[src/rtl/rtc_read_sequencer.sv]
// rtc_read_sequencer: sweeps 11 RTC registers over the muxed A/D bus and strobes each captured byte into the register file
module rtc_read_sequencer #(
  parameter int PHASE_CYCLES = 10
) (
  input  logic       clk,
  input  logic       reset,
  input  logic       start,
  output logic       busy,
  output logic       done,
  output logic       rtc_cs_n,
  output logic       rtc_wr_n,
  output logic       rtc_rd_n,
  output logic       rtc_ad,
  output logic [7:0] rtc_ad_out,
  output logic       rtc_ad_oe,
  input  logic [7:0] rtc_ad_in,
  output logic [7:0] address,
  output logic [7:0] data_vga,
  output logic       AoD
);
  localparam int CW = $clog2(PHASE_CYCLES + 1);
  localparam logic [CW-1:0] LAST = CW'(PHASE_CYCLES - 1);
  typedef enum logic [2:0] {IDLE, ADDR, AHOLD, DATA, STROBE, DONE} state_t;
  typedef struct packed {
    logic       busy;
    logic       done;
    logic       cs_n;
    logic       wr_n;
    logic       rd_n;
    logic       ad;
    logic       oe;
    logic       aod;
    logic [7:0] ad_out;
    logic [7:0] address;
    logic [7:0] data_vga;
  } out_t;
  localparam out_t OUT_RST = '{busy: 1'b0, done: 1'b0, cs_n: 1'b1, wr_n: 1'b1, rd_n: 1'b1, ad: 1'b1,
                               oe: 1'b0, aod: 1'b1, ad_out: 8'h00, address: 8'h00, data_vga: 8'h00};
  state_t state_q, state_d;
  logic [CW-1:0] cnt_q, cnt_d;
  logic [3:0] idx_q, idx_d;
  logic [7:0] reg_addr;
  out_t out_q, out_d;
  always_comb begin
    state_d = state_q;
    cnt_d = '0;
    idx_d = idx_q;
    unique case (state_q)
      IDLE: begin
        state_d = start ? ADDR : IDLE;
        idx_d = start ? 4'd0 : idx_q;
      end
      ADDR: begin
        state_d = cnt_q == LAST ? AHOLD : ADDR;
        cnt_d = cnt_q == LAST ? '0 : cnt_q + 1'b1;
      end
      AHOLD: state_d = DATA;
      DATA: begin
        state_d = cnt_q == LAST ? STROBE : DATA;
        cnt_d = cnt_q == LAST ? '0 : cnt_q + 1'b1;
      end
      STROBE: begin
        state_d = idx_q == 4'd10 ? DONE : ADDR;
        idx_d = idx_q == 4'd10 ? idx_q : idx_q + 4'd1;
      end
      DONE: state_d = IDLE;
      default: state_d = IDLE;
    endcase
    reg_addr = idx_d < 4'd8 ? 8'h21 + {4'd0, idx_d} : 8'h39 + {4'd0, idx_d};
    out_d = OUT_RST;
    out_d.busy = state_d != IDLE;
    out_d.done = state_d == DONE;
    out_d.cs_n = !(state_d == ADDR || state_d == AHOLD || state_d == DATA);
    out_d.wr_n = state_d != ADDR;
    out_d.rd_n = state_d != DATA;
    out_d.ad = !(state_d == ADDR || state_d == AHOLD);
    out_d.oe = state_d == ADDR || state_d == AHOLD;
    out_d.aod = state_d != STROBE;
    out_d.ad_out = out_d.oe ? reg_addr : 8'h00;
    out_d.address = state_d == STROBE ? reg_addr : out_q.address;
    out_d.data_vga = state_d == STROBE ? rtc_ad_in : out_q.data_vga;
  end
  always_ff @(posedge clk) begin
    if (reset) begin
      state_q <= IDLE;
      cnt_q <= '0;
      idx_q <= '0;
      out_q <= OUT_RST;
    end else begin
      state_q <= state_d;
      cnt_q <= cnt_d;
      idx_q <= idx_d;
      out_q <= out_d;
    end
  end
  assign busy = out_q.busy;
  assign done = out_q.done;
  assign rtc_cs_n = out_q.cs_n;
  assign rtc_wr_n = out_q.wr_n;
  assign rtc_rd_n = out_q.rd_n;
  assign rtc_ad = out_q.ad;
  assign rtc_ad_oe = out_q.oe;
  assign rtc_ad_out = out_q.ad_out;
  assign address = out_q.address;
  assign data_vga = out_q.data_vga;
  assign AoD = out_q.aod;
endmodule

[config.mk]
export PLATFORM = sky130hd
export DESIGN_NAME = rtc_read_sequencer
export DESIGN_NICKNAME = d
export VERILOG_FILES = /design/src/rtl/rtc_read_sequencer.sv
export SDC_FILE = /design/constraint.sdc
export NUM_CORES = 1
export LEC_CHECK = 0
export CAP_MARGIN = 10
export CORE_ASPECT_RATIO = 1.2
export CORE_MARGIN = 4
export CORE_UTILIZATION = 40
export DETAILED_ROUTE_END_ITERATION = 6
export MAX_ROUTING_LAYER = met4
export PLACE_DENSITY_LB_ADDON = 0.1
export SLEW_MARGIN = 0
export SYNTH_ARGS = -nofsm -noshare
export SYNTH_HDL_FRONTEND = slang
export SYNTH_SLANG_ARGS = --single-unit
[constraint.sdc]
create_clock -name clk -period 4.05 [get_ports clk]
set_input_delay 0.6075 -clock clk [delete_from_list [all_inputs] [get_ports clk]]
set_output_delay 0.6075 -clock clk [all_outputs]
set_load 0.02 [all_outputs]
==> impl_metrics.toml <==
[outcome]
status = "finished clean"

[route]
vias_per_cell = 5.01
drtIter0Drc = 97
vias = 1349
antenna_left = 0
post_drt_wl_per_cell_um = 13.2
firstDrtPassIters = 4
drc = 0
routed_wl_um = 3550

[global_route]
grt_pass1_vias = 1385
grt_pass1_wl_um = 6050
antenna_found_initial = 0
grt_usage = 0.154
overflow = 0
grt_max_degree = 22

[setup_path]
slowest_stage = "dfxtp_1"
start_kind = "flop"
critical_path_arrival_ns = 2.54
crit_type = "flop to flop"
crit_chain = "inv_1 > ha_1 > and3b_1 > and3_1 > a211o_1 > ha_1 > inv_1 > nor2_1 > a311o_1"
end_kind = "flop"
slowest_delay_ns = 0.46
cp.required_ns = 4.23
cpLargestDelayFamily = "compound AO/OA/AOI/OAI gates"
worst-path-buf-inv = 2
cp_max_fo = 7
r2r_slack_ns = 1.69

[synthesis]
synth_cell_types = 48
synth_top_area_frac = 0.494
syn_inst = 176
synth_top_cell_by_area = "dfxtp_1"
avgSynthCellArea_um2 = 9.43
ys_seq_area_frac = 0.494
netlist_area_mm2 = 0.00166
yosys_warnings = 0
synthFlopType = "dfxtp_1"
ys_ff_latch = 41
synth_edf_count = 0
async_flop_share = 0
synthTopCellsByArea = "dfxtp_1 49%, nand2_1 5.4%, ha_1 3.8%"

[cts]
cts_resized = 0
cts-root-buf = "clkbuf_8"
h-tree-depth = 2
clockBufferDepth = 2
cts_sinks = 41
cts_tree = "yes"
cts_setup_buffers = 0
clkTransAtPathRegs_ns = 0.08
cts_hold_repair.buffers = 0
numCtsBuffers = 5
clkLatencyLatePin_ns = 0.29

[die]
dieArea_mm2 = 0.00525
die_h_um = 78.6
initial_core_util = 0.418
rows = 25
core_area_mm2 = 0.00397
die_width_um = 66.8
ios = 43

[finish]
finalNetCount = 230
num_antenna_cells = 0
final_core_util = 0.552
layout-drive-gt1-share = 0.0791
syn_to_final_growth_pct = 32.1
fillCellCount = 384

[placement]
place_congestion = 0.853
io_buffers = 40
dp_hpwl_um = 2600

[timing]
fin_worst_skew_ns = 0.00533
tightest_slew_ns = 0.970
timing_hold_violations_final = 0
rsz0062_at_grt = "false"
fin_tns_setup_ns = 0
setup_viol = 0
relSlewSlack = 0.350
period_share = 0.582
maxSlewViolCount = 0
min_period_ns = 2.36
clock.fmax_mhz = 424

[power_and_ir_drop]
power.density_mw_per_mm2 = 364
ir_drop_mv = 0.183
leakage_uw = 0.000839

[run]
drv_cap = 0

[min_path]
hold_path.class = "flop to flop"
state kept, by name, indices dropped and copies added, names as in the netlist, 3 cells and up:
| register | count |
|---|---|
| data_vga | 8 |
| idx_q | 4 |
| address | 7 |
| rtc_ad_out | 7 |
| state_q | 3 |
| cnt_q | 4 |
cell families after synthesis:
kind of cell / Yosys count / share of synthesized area
and+or+nand+nor: 71 / 0.230
DFF: 41 / 0.494
AOI/OAI and AO/OA: 33 / 0.153
buffers and inverters: 21 / 0.0603
adders and majority gates: 5 / 0.0377
xor gates and xnor gates: 3 / 0.0158
other: 1 / 0.00226
muxes: 1 / 0.00678
worst paths after layout:
| check | start | end | cells past startpoint |
|---|---|---|---|
| worst max-delay path | idx_q[0] | address[2] | 9 |
| worst min-delay path | data_vga[4] | data_vga[4] | 2 |
| worst max register to register | idx_q[0] | address[2] | 9 |
| worst min register to register | data_vga[4] | data_vga[4] | 2 |
through the flow:
stage	cells	setup WS (ns)	power [uW]	instance area, um2	hold WS, ns
CTS	269	1.70	808	2190	0.461
global placement	261	1.54	473	2080	0.442
finish	269	1.69	798	2190	0.457
global route	269	1.52	829	2190	0.485
detailed placement	261	1.51	474	2080	0.450
floorplan	178	1.83	452	1670	0.433
power by group:
group	internal (uW)	switching, uW	total (uW)
sequential	410	5.15	415
combinational	24.1	24.8	48.9
clock	201	133	334
total	635	163	798
layer usage:
layer  vias to the layer above  GRT usage  wire length [um]  share of wire
li1                        669          -                 -              -
met1                       632      0.168              1480           0.42
met2                        43      0.260              1840           0.52
met3                         5     0.0372               168          0.047
met4                         0     0.0752                58          0.016
met5                         -          -                 0              0
tightest hold or removal path, cell delays in order (launching register included):
cell and delay, ns:
dfxtp_1 0.31, nand2_1 0.05, a21oi_1 0.05
synthesized netlist by cell type, types with 2 or more instances:
cell and n:
nand3_1 6, buf_2 5, and2_1 2, dfxtp_1 41, inv_1 9, clkbuf_1 4, and3b_1 2, a21oi_1 12
nor2_1 15, nor2b_1 4, ha_1 5, nor3b_1 5, buf_4 2, a21o_1 2, xnor2_1 2, nand2_1 24
o21ai_0 3, nor3_1 2, a211oi_1 2
cells in the final DEF (no fill, tap or decap), types with 3 or more instances in the layout:
master / Yosys / layout
o21ai_0: 3 / 3
nor2_1: 15 / 15
conb_1: 1 / 3
a21oi_1: 12 / 12
inv_1: 9 / 9
nand3_1: 6 / 6
nor3b_1: 5 / 5
dfxtp_1: 41 / 41
nor2b_1: 4 / 4
clkdlybuf4s50_1: 0 / 40
nand2_1: 24 / 24
ha_1: 5 / 5
clkbuf_8: 0 / 6
layout make-up:
| cell class | count | area [um2] | share of cell area |
|---|---|---|---|
| clock inverters | 1 | 30.0 | 0.0137 |
| inverters | 9 | 33.8 | 0.0154 |
| multi-input cells | 116 | 747 | 0.341 |
| well taps | 54 | 67.6 | 0.0308 |
| clock buffers | 7 | 86.3 | 0.0394 |
| repair buffers | 41 | 408 | 0.186 |
| flip-flops and latches | 41 | 821 | 0.374 |
Note: power is estimated with default switching activity, not from simulation.
